**config.mk**
```make
export PLATFORM = sky130hd
export DESIGN_NAME = ram_port_arbiter
export DESIGN_NICKNAME = d
export VERILOG_FILES = /design/src/rtl/ram_port_arbiter.sv
export SDC_FILE = /design/constraint.sdc
export NUM_CORES = 1
export LEC_CHECK = 0
export ABC_AREA = 1
export CAP_MARGIN = 20
export CORE_MARGIN = 4
export CORE_UTILIZATION = 37
export CTS_CLUSTER_DIAMETER = 200
export DETAILED_ROUTE_END_ITERATION = 10
export PLACE_DENSITY = 0.88
export SYNTH_ARGS = -nofsm -noshare
export SYNTH_HDL_FRONTEND = slang
export SYNTH_SLANG_ARGS = --single-unit
export TNS_END_PERCENT = 10
```
**constraint.sdc**
```tcl
create_clock -name clk -period 2.4 [get_ports clk]
set_input_delay 0.48 -clock clk [delete_from_list [all_inputs] [get_ports clk]]
set_output_delay 0.48 -clock clk [all_outputs]
set_load 0.01 [all_outputs]
```
**src/rtl/ram_port_arbiter.sv**
```systemverilog
// ram_port_arbiter: round-robin share of one single-port word RAM between fetch and load/store ports
module ram_port_arbiter #(
  parameter int ADDR_WIDTH = 16
) (
  input  logic                  clk,
  input  logic                  rst,
  input  logic                  if_req_valid,
  output logic                  if_req_ready,
  input  logic [31:0]           if_req_addr,
  output logic                  if_rsp_valid,
  input  logic                  if_rsp_ready,
  output logic [31:0]           if_rsp_data,
  output logic                  if_rsp_err,
  input  logic                  d_req_valid,
  output logic                  d_req_ready,
  input  logic                  d_req_we,
  input  logic [2:0]            d_req_funct3,
  input  logic [31:0]           d_req_addr,
  input  logic [31:0]           d_req_wdata,
  output logic                  d_rsp_valid,
  input  logic                  d_rsp_ready,
  output logic [31:0]           d_rsp_rdata,
  output logic                  d_rsp_err,
  output logic                  ram_wr_en,
  output logic [3:0]            ram_wr_strobe,
  output logic [ADDR_WIDTH-1:0] ram_addr,
  output logic [31:0]           ram_data_in,
  input  logic [31:0]           ram_data_out
);
  localparam int HI = ADDR_WIDTH + 2;
  logic last_grant;
  logic if_elig, d_elig, g_if, g_d, if_err, d_err, is_h, is_w, d_ok, wr, sgn;
  logic [7:0] b_lane;
  logic [15:0] h_lane;
  logic [31:0] ld;
  always_comb begin
    if_elig = ~rst & if_req_valid & (~if_rsp_valid | if_rsp_ready);
    d_elig = ~rst & d_req_valid & (~d_rsp_valid | d_rsp_ready);
    g_if = if_elig & (~d_elig | last_grant);
    g_d = d_elig & ~g_if;
    if_req_ready = g_if;
    d_req_ready = g_d;
    if_err = (|if_req_addr[1:0]) | (|if_req_addr[31:HI]);
    is_h = d_req_funct3[1:0] == 2'b01;
    is_w = d_req_funct3 == 3'b010;
    d_err = (d_req_funct3 == 3'b011) | (&d_req_funct3[2:1]) | (d_req_we & d_req_funct3[2])
          | (is_h & d_req_addr[0]) | (is_w & |d_req_addr[1:0]) | (|d_req_addr[31:HI]);
    d_ok = g_d & ~d_err;
    wr = d_ok & d_req_we;
    ram_wr_en = wr;
    ram_addr = (g_if & ~if_err) ? if_req_addr[HI-1:2] : d_ok ? d_req_addr[HI-1:2] : '0;
    ram_wr_strobe = ~wr ? 4'b0000 : is_w ? 4'b1111
                  : is_h ? 4'b0011 << {d_req_addr[1], 1'b0} : 4'b0001 << d_req_addr[1:0];
    ram_data_in = ~wr ? 32'h0 : is_w ? d_req_wdata
                : is_h ? {2{d_req_wdata[15:0]}} : {4{d_req_wdata[7:0]}};
    b_lane = ram_data_out[{d_req_addr[1:0], 3'b000} +: 8];
    h_lane = ram_data_out[{d_req_addr[1], 4'b0000} +: 16];
    sgn = ~d_req_funct3[2];
    ld = is_w ? ram_data_out : is_h ? {{16{sgn & h_lane[15]}}, h_lane} : {{24{sgn & b_lane[7]}}, b_lane};
  end
  always_ff @(posedge clk) begin
    if (rst) begin
      last_grant <= 1'b1;
      if_rsp_valid <= 1'b0;
      if_rsp_data <= '0;
      if_rsp_err <= 1'b0;
      d_rsp_valid <= 1'b0;
      d_rsp_rdata <= '0;
      d_rsp_err <= 1'b0;
    end else begin
      if (g_if | g_d) last_grant <= g_d;
      if (g_if) begin
        if_rsp_valid <= 1'b1;
        if_rsp_data <= if_err ? 32'h0 : ram_data_out;
        if_rsp_err <= if_err;
      end else if (if_rsp_ready) if_rsp_valid <= 1'b0;
      if (g_d) begin
        d_rsp_valid <= 1'b1;
        d_rsp_rdata <= (d_err | d_req_we) ? 32'h0 : ld;
        d_rsp_err <= d_err;
      end else if (d_rsp_ready) d_rsp_valid <= 1'b0;
    end
  end
endmodule

```
Word-level counts from Yosys, hierarchy flattened
Cells that the tools add are included.

operators by class
  $add $sub $neg = 0
  multiply operators = 0
  divide/modulo/power cells = 0
  order comparisons = 0
  equal/unequal tests = 3
  shift operators = 4
  mux-type cells = 16
  bitwise gates (word level) = 33
  reductions and logical operators = 7

operators with widths
  cell                                                 number
  two-way mux 32 bit                                   7
  two-way mux 16 bit                                   2
  indexed part select 32 x 6 -> 16 bit                 1
  indexed part select 32 x 6 -> 8 bit                  1
  OR reduction 14 bit                                  2
  AND 1 bit                                            14
  two-way mux 4 bit                                    3
  bitwise OR 1 bit                                     11
  NOT 1 bit                                            8
  equality test 3 x 2 -> 1 bit, second input constant  2
  two-way mux 1 bit                                    4
  nonzero test 2 bit                                   2
  OR reduction 2 bit                                   2
  << shifter 1 x 2 -> 4 bit, first input constant      1
  << shifter 2 x 2 -> 4 bit, first input constant      1
  equality test 2 x 1 -> 1 bit, second input constant  1
  AND reduction 2 bit                                  1

storage, ports and cells
  register bits = 69
  latch bits = 0
  memory bits (writable) = 0
  bits in read-only memories = 0
  word-level logic and storage cells = 70
  memories kept = 0

Depth between registers and ports, before layout
Gate-level depths: netlist (run 1).

  word-level depth = 11
  mapped depth = 12
  gate-level depth less buffers = 11

Least setup slack after synthesis (run 1)
Ideal clock, no wire load.

  kind = input to output
  start = input port d_req_funct3[0]
  end = output port ram_data_in[16]
  arrival = 1,633 ps
  path slack = 287 ps
  cell stages on the path = 10
  path buffers = 1
  path through = nor2_1 nor2_1 nor2_1 nand2_1 nor2_2 nand2_4 nor2_8 inv_2 buf_2 a21oi_1

on the way
  cells in the longest elaborated chain, start to end = 10

RTL lines
  what                               RTL line  RTL
  start: declaration                 17        input logic [2:0] d_req_funct3,
  equality test 3 x 2 -> 1 bit       46        d_err = (d_req_funct3 == 3'b011) | (&d_req_funct3[2:1]) | (d_req_we & d_req_funct3[2])
  bitwise OR 1 bit (2 in a row)      46
  bitwise OR 1 bit                   47        | (is_h & d_req_addr[0]) | (is_w & |d_req_addr[1:0]) | (|d_req_addr[31:HI]);
  bitwise OR 1 bit (*) (2 in a row)  47
  NOT 1 bit (*)                      48        d_ok = g_d & ~d_err;
  AND 1 bit (*)                      48
  AND 1 bit (*)                      49        wr = d_ok & d_req_we;
  via ram_wr_en                      24        output logic ram_wr_en,
  two-way mux 32 bit (*)             54        ram_data_in = ~wr ? 32'h0 : is_w ? d_req_wdata
  end: declaration                   27        output logic [31:0] ram_data_in,

The timed path passes the listed nets; every way through them passes the cells marked *.

Worst setup path after layout (run 1)
  start = input port if_req_addr[26]
  end = output port ram_addr[12]

on the way
  cells in the longest elaborated chain, start to end = 5

RTL lines
  what                 RTL line  RTL
  start: declaration   9         input logic [31:0] if_req_addr,
  OR reduction 14 bit  43        if_err = (|if_req_addr[1:0]) | (|if_req_addr[31:HI]);
  bitwise OR 1 bit     43
  NOT 1 bit            51        ram_addr = (g_if & ~if_err) ? if_req_addr[HI-1:2] : d_ok ? d_req_addr[HI-1:2] : '0;
  AND 1 bit            51
  two-way mux 16 bit   51
  end: declaration     26        output logic [ADDR_WIDTH-1:0] ram_addr,

No other way between the ends.

==> impl_results.md, run 1 <==
* Worst min-delay path class: input port to flop
* I/O pin count at 261
* Number of optimization iterations in the first detailed-route pass at 5
* Root Driver: sky130_fd_sc_hd__clkbuf_16
* Grt ovf at 0
* Sum of negative setup slack at 0 ns
* Initial Utilization at 38.0%
* All-Layer GR Usage at 26.5%
* Nets in the synthesized netlist at 878
* Floorplan die width at 114 um
* Fraction of layout cells with a size suffix above 1 at 19.5%
* CTS sink count at 69
* Average wire per standard cell at 14.9 um
* Critical Path Source Type: input port
* Cell area after placement at 7100 um^2
* Slew headroom at 54.5%
* Register bit total from synthesis at 69
* Total leakage power at 3.53 nW
* Average vias per placed instance at 4.78
* Worst Path Buf+Inv at 4
* Layout area overhead at 83.1%
* Global placer's final weighted congestion at 0.881
* Total standard cell area after synthesis at 4150 um^2
* HPWL after DPL at 12900 um
* Data arrival time at the worst-slack endpoint at 1.90 ns
* Antenna Cells at 0
* Initial DRC Count at 372
* Maximum number of pins on one net before global-route repair at 66
* Post-synthesis cell type count at 21
* Die Ht at 114 um
* Critical path's largest stage delay at 0.26 ns
* Max-Cap Viols at 0
* Avg Inst Size Synth at 5.61 um^2
* Core Area at 10900 um^2
* Maximum level of the CTS H-tree at 3
* # DRC at 0
* Setup violation total in the final timing report at 0
* Vias at 5603
* Final layout net count at 1167
* Count of antenna-violating nets left after detailed routing at 0
* Clk Latency, worst-skew pair at 0.33 ns
* Summed area of non-filler cells in the final layout at 7610 um^2
* CTS clock-pin slew for the worst setup and hold paths at 0.06 ns
* Number of CTS-inserted buffers at 9
* Pre-CTS worst setup slack at -0.724 ns
* Crit path kind: input port to output port
* Pin slew with the least headroom to its limit at 0.683 ns
* Final setup skew at 0.00789 ns
* Worst-path cell with the longest stage delay: sky130_fd_sc_hd__or2_4
* Via count of the first global-routing pass at 5459
* Shortest period the worst path allows at 2.38 ns
* Antenna violations before repair at 0
* Floorplan die area at 13000 um^2
* Sequence of cells on the critical path: dlygate4sd2_1 > or2_4 > nor3_4 > nand2_2 > nor2_4 > buf_6 > buf_12 > nand2_2 > nand2_2 > buf_6
* Setup repair after global routing missed its margin: true
* CTS tree: built
* Cell class contributing the biggest share of worst-path delay: simple AND/OR/NAND/NOR gates
* Worst EP required at 1.92 ns
* Sequential share of the synthesized area at 33.3%
* Max Root-Sink Buffers at 2
* Status: finished clean
* Peak fanout along the critical path at 5
* Final Max Slew Viols at 0
* Hold bufs inserted after CTS at 0
* Drt total wl at 17500 um
* Worst ir drop on vdd at 435 uV
* Number of warning messages in the yosys log at 0
* Number of port buffers at 260
* Wire length of the first global-routing pass at 27700 um
* Crit path setup slack, layout at 0.0230 ns
* Power density cells at 405 nW/um^2
* Post-synthesis instance total at 740
* Final cycle utilization of the critical path at 99.0%
* Smallest hold slack at 0.428 ns
* Endpoints failing hold at 0
* Critical path endpoint category: output port
* Most frequent cell on the critical path: sky130_fd_sc_hd__nand2_2
* Peak Freq at 421 MHz
* Number of core rows at 38
==> state kept, by name, indices dropped and copies added, names as in the netlist <==
register      flops
if_rsp_valid      1
d_rsp_rdata      32
d_rsp_err         1
d_rsp_valid       1
if_rsp_err        1
last_grant        1
if_rsp_data      32
==> through the flow <==
step	util (%)	power (mW)	std cells
after floorplan	-	1.40	740
after CTS	68.8	3.09	1173
final	69.6	3.08	1173
after detailed placement	65.0	1.75	1145
after global routing	69.6	3.22	1173
after global placement	65.0	1.75	1145
==> routing by layer <==
metal	up-vias	part of all wire, %	GRT usage, %	wire (um)
met5	-	0	0	0
met4	0	3.4	10.3	593
met3	52	7.6	6.58	1340
met2	241	49	44.7	8610
met1	2476	40	32.3	6950
li1	2834	-	-	-
==> cell families after synthesis <==
logic type,after synthesis,synth area share (%)
compound gates,93,11.5
buf+inv,101,9.88
flops,69,33.3
simple gates,477,45.4
==> where the power goes <==
| part | internal [mW] | total [mW] | switching [mW] |
|---|---|---|---|
| clock network | 0.798 | 1.32 | 0.522 |
| logic | 0.313 | 0.604 | 0.291 |
| registers | 1.15 | 1.16 | 0.00650 |
==> worst register-to-register path, stage by stage (launching register included) <==
cell                      delay [ns]
sky130_fd_sc_hd__dfxtp_2        0.32
sky130_fd_sc_hd__inv_2          0.06
sky130_fd_sc_hd__nor2_4         0.04
sky130_fd_sc_hd__nor2_4         0.11
sky130_fd_sc_hd__buf_4          0.12
sky130_fd_sc_hd__buf_4          0.09
sky130_fd_sc_hd__nand2_2        0.07
sky130_fd_sc_hd__nor2_4         0.13
sky130_fd_sc_hd__buf_6          0.14
sky130_fd_sc_hd__buf_4          0.12
sky130_fd_sc_hd__buf_4          0.20
sky130_fd_sc_hd__nand2_1        0.11
sky130_fd_sc_hd__a21oi_1        0.19
==> cells in the mapped netlist, drive strengths merged <==
cell type | number | area, um^2
nor2 | 154 | 604
nand2 | 292 | 1110
o21ai | 31 | 155
nor3 | 2 | 10.0
buf | 19 | 103
or2 | 10 | 62.6
dfxtp | 69 | 1380
clkinv | 1 | 3.75
nand3 | 19 | 100
clkbuf | 18 | 67.6
inv | 63 | 236
a21oi | 62 | 322
==> layout by cell type, fill, tap and decap left out, types with 2 or more instances in the layout <==
master and n:
sky130_fd_sc_hd__nand2_4 12, sky130_fd_sc_hd__nand3_1 17, sky130_fd_sc_hd__clkbuf_16 9, sky130_fd_sc_hd__clkinv_2 2, sky130_fd_sc_hd__dfxtp_1 68, sky130_fd_sc_hd__dlygate4sd2_1 14
sky130_fd_sc_hd__clkbuf_2 10, sky130_fd_sc_hd__nand2_1 263, sky130_fd_sc_hd__nor2_2 13, sky130_fd_sc_hd__buf_12 4, sky130_fd_sc_hd__buf_2 37, sky130_fd_sc_hd__clkdlybuf4s15_2 5
sky130_fd_sc_hd__clkinvlp_4 2, sky130_fd_sc_hd__inv_1 57, sky130_fd_sc_hd__nand2_2 17, sky130_fd_sc_hd__dlymetal6s2s_1 6, sky130_fd_sc_hd__or2_2 5, sky130_fd_sc_hd__clkdlybuf4s15_1 15
sky130_fd_sc_hd__buf_6 11, sky130_fd_sc_hd__clkdlybuf4s50_1 165, sky130_fd_sc_hd__o21ai_0 31, sky130_fd_sc_hd__inv_2 4, sky130_fd_sc_hd__a21oi_1 60, sky130_fd_sc_hd__nor2_4 6
sky130_fd_sc_hd__nor2_1 134, sky130_fd_sc_hd__or2_4 4, sky130_fd_sc_hd__buf_4 45
==> path summary, 6_finish.rpt <==
| check | startpoint | slack, ns | depth (start not counted) | to |
|---|---|---|---|---|
| worst min register to register | if_rsp_data[8] | 0.46 | 2 | if_rsp_data[8] |
| worst min-delay path | if_rsp_ready | 0.43 | 4 | if_rsp_valid |
| worst max-delay path | if_req_addr[26] | 0.02 | 10 | ram_addr[12] |
| worst max register to register | if_rsp_valid | 0.62 | 12 | if_rsp_data[30] |
==> repair_timing <==
item / CTS / global route
resized for setup: 302 / 63
buffers inserted: 11 / 1
gates cloned: 3 / 0
pin swaps: 43 / 35
endpoints found under the setup margin: 55 / 55
==> cell type report <==
cell class / instances / area [um^2]
fillers: 893 / 3330
repair buffers: 315 / 2910
multi-input cells: 570 / 2590
flip-flops and latches: 69 / 1380
inverters: 64 / 260
clock buffers: 9 / 225
well taps: 140 / 175
clock inverters: 6 / 63.8
(Power assumes the default switching activity.)
==> run 2, diff against run 1 <==
--- a/config.mk
+++ b/config.mk
@@ -6,7 +6,6 @@
 export NUM_CORES = 1
 export LEC_CHECK = 0
 export ABC_AREA = 1
-export CAP_MARGIN = 20
 export CORE_MARGIN = 4
 export CORE_UTILIZATION = 37
 export CTS_CLUSTER_DIAMETER = 200
==> results of run 2 <==
Final layout, timing and power as in run 1 (identical DEF).
==> run 3, diff against run 2 <==
==> constraint.sdc (replaced) <==
create_clock -name clk -period 2.7 [get_ports clk]
set_input_delay 0.54 -clock clk [delete_from_list [all_inputs] [get_ports clk]]
set_output_delay 0.54 -clock clk [all_outputs]
set_load 0.01 [all_outputs]
==> impl_results.md, run 3 (same netlist as run 1, synthesis figures left out) <==
* Worst-path cell with the longest stage delay: sky130_fd_sc_hd__clkdlybuf4s50_1
* Max Root-Sink Buffers at 2 (unchanged)
* Antenna violations before repair at 0 (unchanged)
* Final setup skew at 0.00650 ns (-0.00138 ns)
* Root Driver: sky130_fd_sc_hd__clkbuf_16
* Hold bufs inserted after CTS at 0 (unchanged)
* Average vias per placed instance at 4.74 (-0.82%)
* Total leakage power at 3.42 nW (-3.3%)
* Clk Latency, worst-skew pair at 0.33 ns (about the same)
* Vias at 5505 (-1.7%)
* All-Layer GR Usage at 24.3% (-2.2 points)
* Peak Freq at 365 MHz
* Data arrival time at the worst-slack endpoint at 2.20 ns (+0.30 ns)
* Most frequent standard cell in the layout excluding fill and tap cells: sky130_fd_sc_hd__nand2_1
* Worst min-delay path class: flop to flop
* Drt total wl at 16800 um (-4.2%)
* Final non-filler cell total at 1162 (-0.94%)
* Number of CTS-inserted buffers at 9 (unchanged)
* Final Max Slew Viols at 0 (unchanged)
* Average wire per standard cell at 14.4 um (-3.3%)
* Final total power at 2.74 mW (-11%)
* # DRC at 0 (unchanged)
* Core Area at 10900 um^2 (unchanged)
* Floorplan die width at 114 um (unchanged)
* Status: finished with violations
* Fraction of layout cells with a size suffix above 1 at 15.3% (-4.2 points)
* Cell Count Post-Placement at 1140 (-0.44%)
* Worst Path Buf+Inv at 3 (-1)
* Wire length of the first global-routing pass at 25500 um (-8.0%)
* Crit path kind: input port to output port
* Die Ht at 114 um (unchanged)
* CTS tree: built
* Commonest non-fill, non-tap cells in the layout: sky130_fd_sc_hd__nand2_1, sky130_fd_sc_hd__clkdlybuf4s50_1, sky130_fd_sc_hd__nor2_1
* Number of optimization iterations in the first detailed-route pass at 5 (unchanged)
* Layout area overhead at 78.0%
* Slew headroom at 54.2% (-0.20 points)
* Pin slew with the least headroom to its limit at 0.686 ns (+0.00305 ns)
* Setup violation total in the final timing report at 1 (+1)
* Endpoints failing hold at 0 (unchanged)
* HPWL after DPL at 12800 um (-0.69%)
* Smallest hold slack at 0.462 ns (+0.0341 ns)
* Power density cells at 371 nW/um^2 (-8.5%)
* Maximum level of the CTS H-tree at 3 (unchanged)
* Failing checks: negative setup slack
* Cell class contributing the biggest share of worst-path delay: simple AND/OR/NAND/NOR gates
* Number of core rows at 38 (unchanged)
* Global placer's final weighted congestion at 0.887 (+0.74%)
* Count of antenna-violating nets left after detailed routing at 0 (unchanged)
* Initial Utilization at 38.0% (unchanged)
* Final cycle utilization of the critical path at 102%
* Worst ir drop on vdd at 330 uV (-24%)
* Number of port buffers at 260 (unchanged)
* Crit path setup slack, layout at -0.0405 ns (-0.0635 ns)
* Critical path endpoint category: output port
* Critical Path Source Type: input port
* Grt ovf at 0 (unchanged)
* Initial DRC Count at 296 (-20%)
* Peak fanout along the critical path at 17 (+12)
* Antenna Cells at 0 (unchanged)
* Floorplan die area at 13000 um^2 (unchanged)
* Worst EP required at 2.16 ns (+0.24 ns)
* Pre-CTS worst setup slack at -0.555 ns (+0.170 ns)
* Setup repair after global routing missed its margin: true
* FILL cells at 944 (+5.7%)
* I/O pin count at 261 (unchanged)
* Shortest period the worst path allows at 2.74 ns
* Max-Cap Viols at 0 (unchanged)
* Final layout net count at 1155 (-1.0%)
* Sum of negative setup slack at -0.0405 ns (-0.0405 ns)
* Most frequent cell on the critical path: sky130_fd_sc_hd__nand2_1
* Largest regs: d_rsp_rdata: 32 flops, if_rsp_data: 32 flops
* Sequence of cells on the critical path: clkdlybuf4s50_1 > or2_2 > nor3_4 > nand2_2 > nor2_4 > buf_12 > nand2_1 > nand2_1 > clkdlybuf4s15_2
* Critical path's largest stage delay at 0.41 ns (+0.15 ns)
* CTS clock-pin slew for the worst setup and hold paths at 0.06 ns (about the same)
* CTS sink count at 69 (unchanged)
* Maximum number of pins on one net before global-route repair at 66 (unchanged)
* Via count of the first global-routing pass at 5211 (-4.5%)
-- run 3: cell types whose count changed in the layout (fill, tap and decap cells not counted), moves of 5 or more --
cell	delta
sky130_fd_sc_hd__clkdlybuf4s15_1	-14
sky130_fd_sc_hd__clkdlybuf4s50_1	+20
sky130_fd_sc_hd__buf_6	-7
sky130_fd_sc_hd__nand2_4	-8
sky130_fd_sc_hd__nand2_1	+17
sky130_fd_sc_hd__nor2_1	+5
sky130_fd_sc_hd__clkbuf_2	-9
sky130_fd_sc_hd__buf_4	-6
sky130_fd_sc_hd__dlymetal6s2s_1	+5
sky130_fd_sc_hd__nand2_2	-9
-- run 3: stage by stage --
stage               util (%)  area [um^2]
floorplan                  -         4150
global placement        64.6         7070
detailed placement      64.6         7070
CTS                     66.5         7280
global route            67.6         7390
finish                  67.6         7390
-- run 3: worst register-to-register path, stage by stage, from the launching register on --
cell and delay [ns]:
sky130_fd_sc_hd__dfxtp_1 0.32, sky130_fd_sc_hd__inv_1 0.05, sky130_fd_sc_hd__nor2_2 0.18, sky130_fd_sc_hd__nor2_4 0.07, sky130_fd_sc_hd__a21oi_4 0.22, sky130_fd_sc_hd__buf_4 0.17, sky130_fd_sc_hd__buf_12 0.16, sky130_fd_sc_hd__nand3_1 0.09
sky130_fd_sc_hd__buf_4 0.21, sky130_fd_sc_hd__inv_1 0.10, sky130_fd_sc_hd__nand2_1 0.06, sky130_fd_sc_hd__a21oi_1 0.12
-- run 3: timing repair --
| action | CTS | global route |
|---|---|---|
| pin swaps | 20 | 20 |
| buffers inserted | 4 | 2 |
| setup endpoints to repair | 54 | 52 |
| gates resized for setup | 219 | 43 |
-- run 3: power by group --
part	internal [mW]	switching [mW]	leakage, nW	total (mW)
sequential	1.03	0.00492	0.557	1.03
combinational	0.271	0.248	2.72	0.519
clock	0.742	0.453	0.142	1.19
total	2.04	0.705	3.42	2.74
-- run 3: path summary, 6_finish.rpt --
path | start | depth (start not counted) | slack (ns) | to
worst min-delay path | if_rsp_data[25] | 2 | 0.46 | if_rsp_data[25]
worst max-delay path | if_req_addr[26] | 9 | -0.04 | ram_addr[1]
worst min register to register | if_rsp_data[25] | 2 | 0.46 | if_rsp_data[25]
worst max register to register | if_rsp_valid | 11 | 0.89 | d_rsp_rdata[7]
-- run 3: area by class of cell --
class,count,area [um^2],area share (%)
clock buffer,11,243,3.28
clock inverter,5,58.8,0.796
inverter,64,248,3.35
multi-input combinational,570,2480,33.6
sequential,69,1380,18.7
tap,140,175,2.37
timing repair buffer,303,2810,37.9
-- run 3: layer usage --
metal / vias to the layer above / share of wire (%) / GRT usage (%)
li1: 2815 / - / -
met1: 2454 / 40 / 28.7
met2: 202 / 50 / 42.7
met3: 34 / 7.7 / 6.26
met4: 0 / 2.5 / 7.84
met5: - / 0 / 0
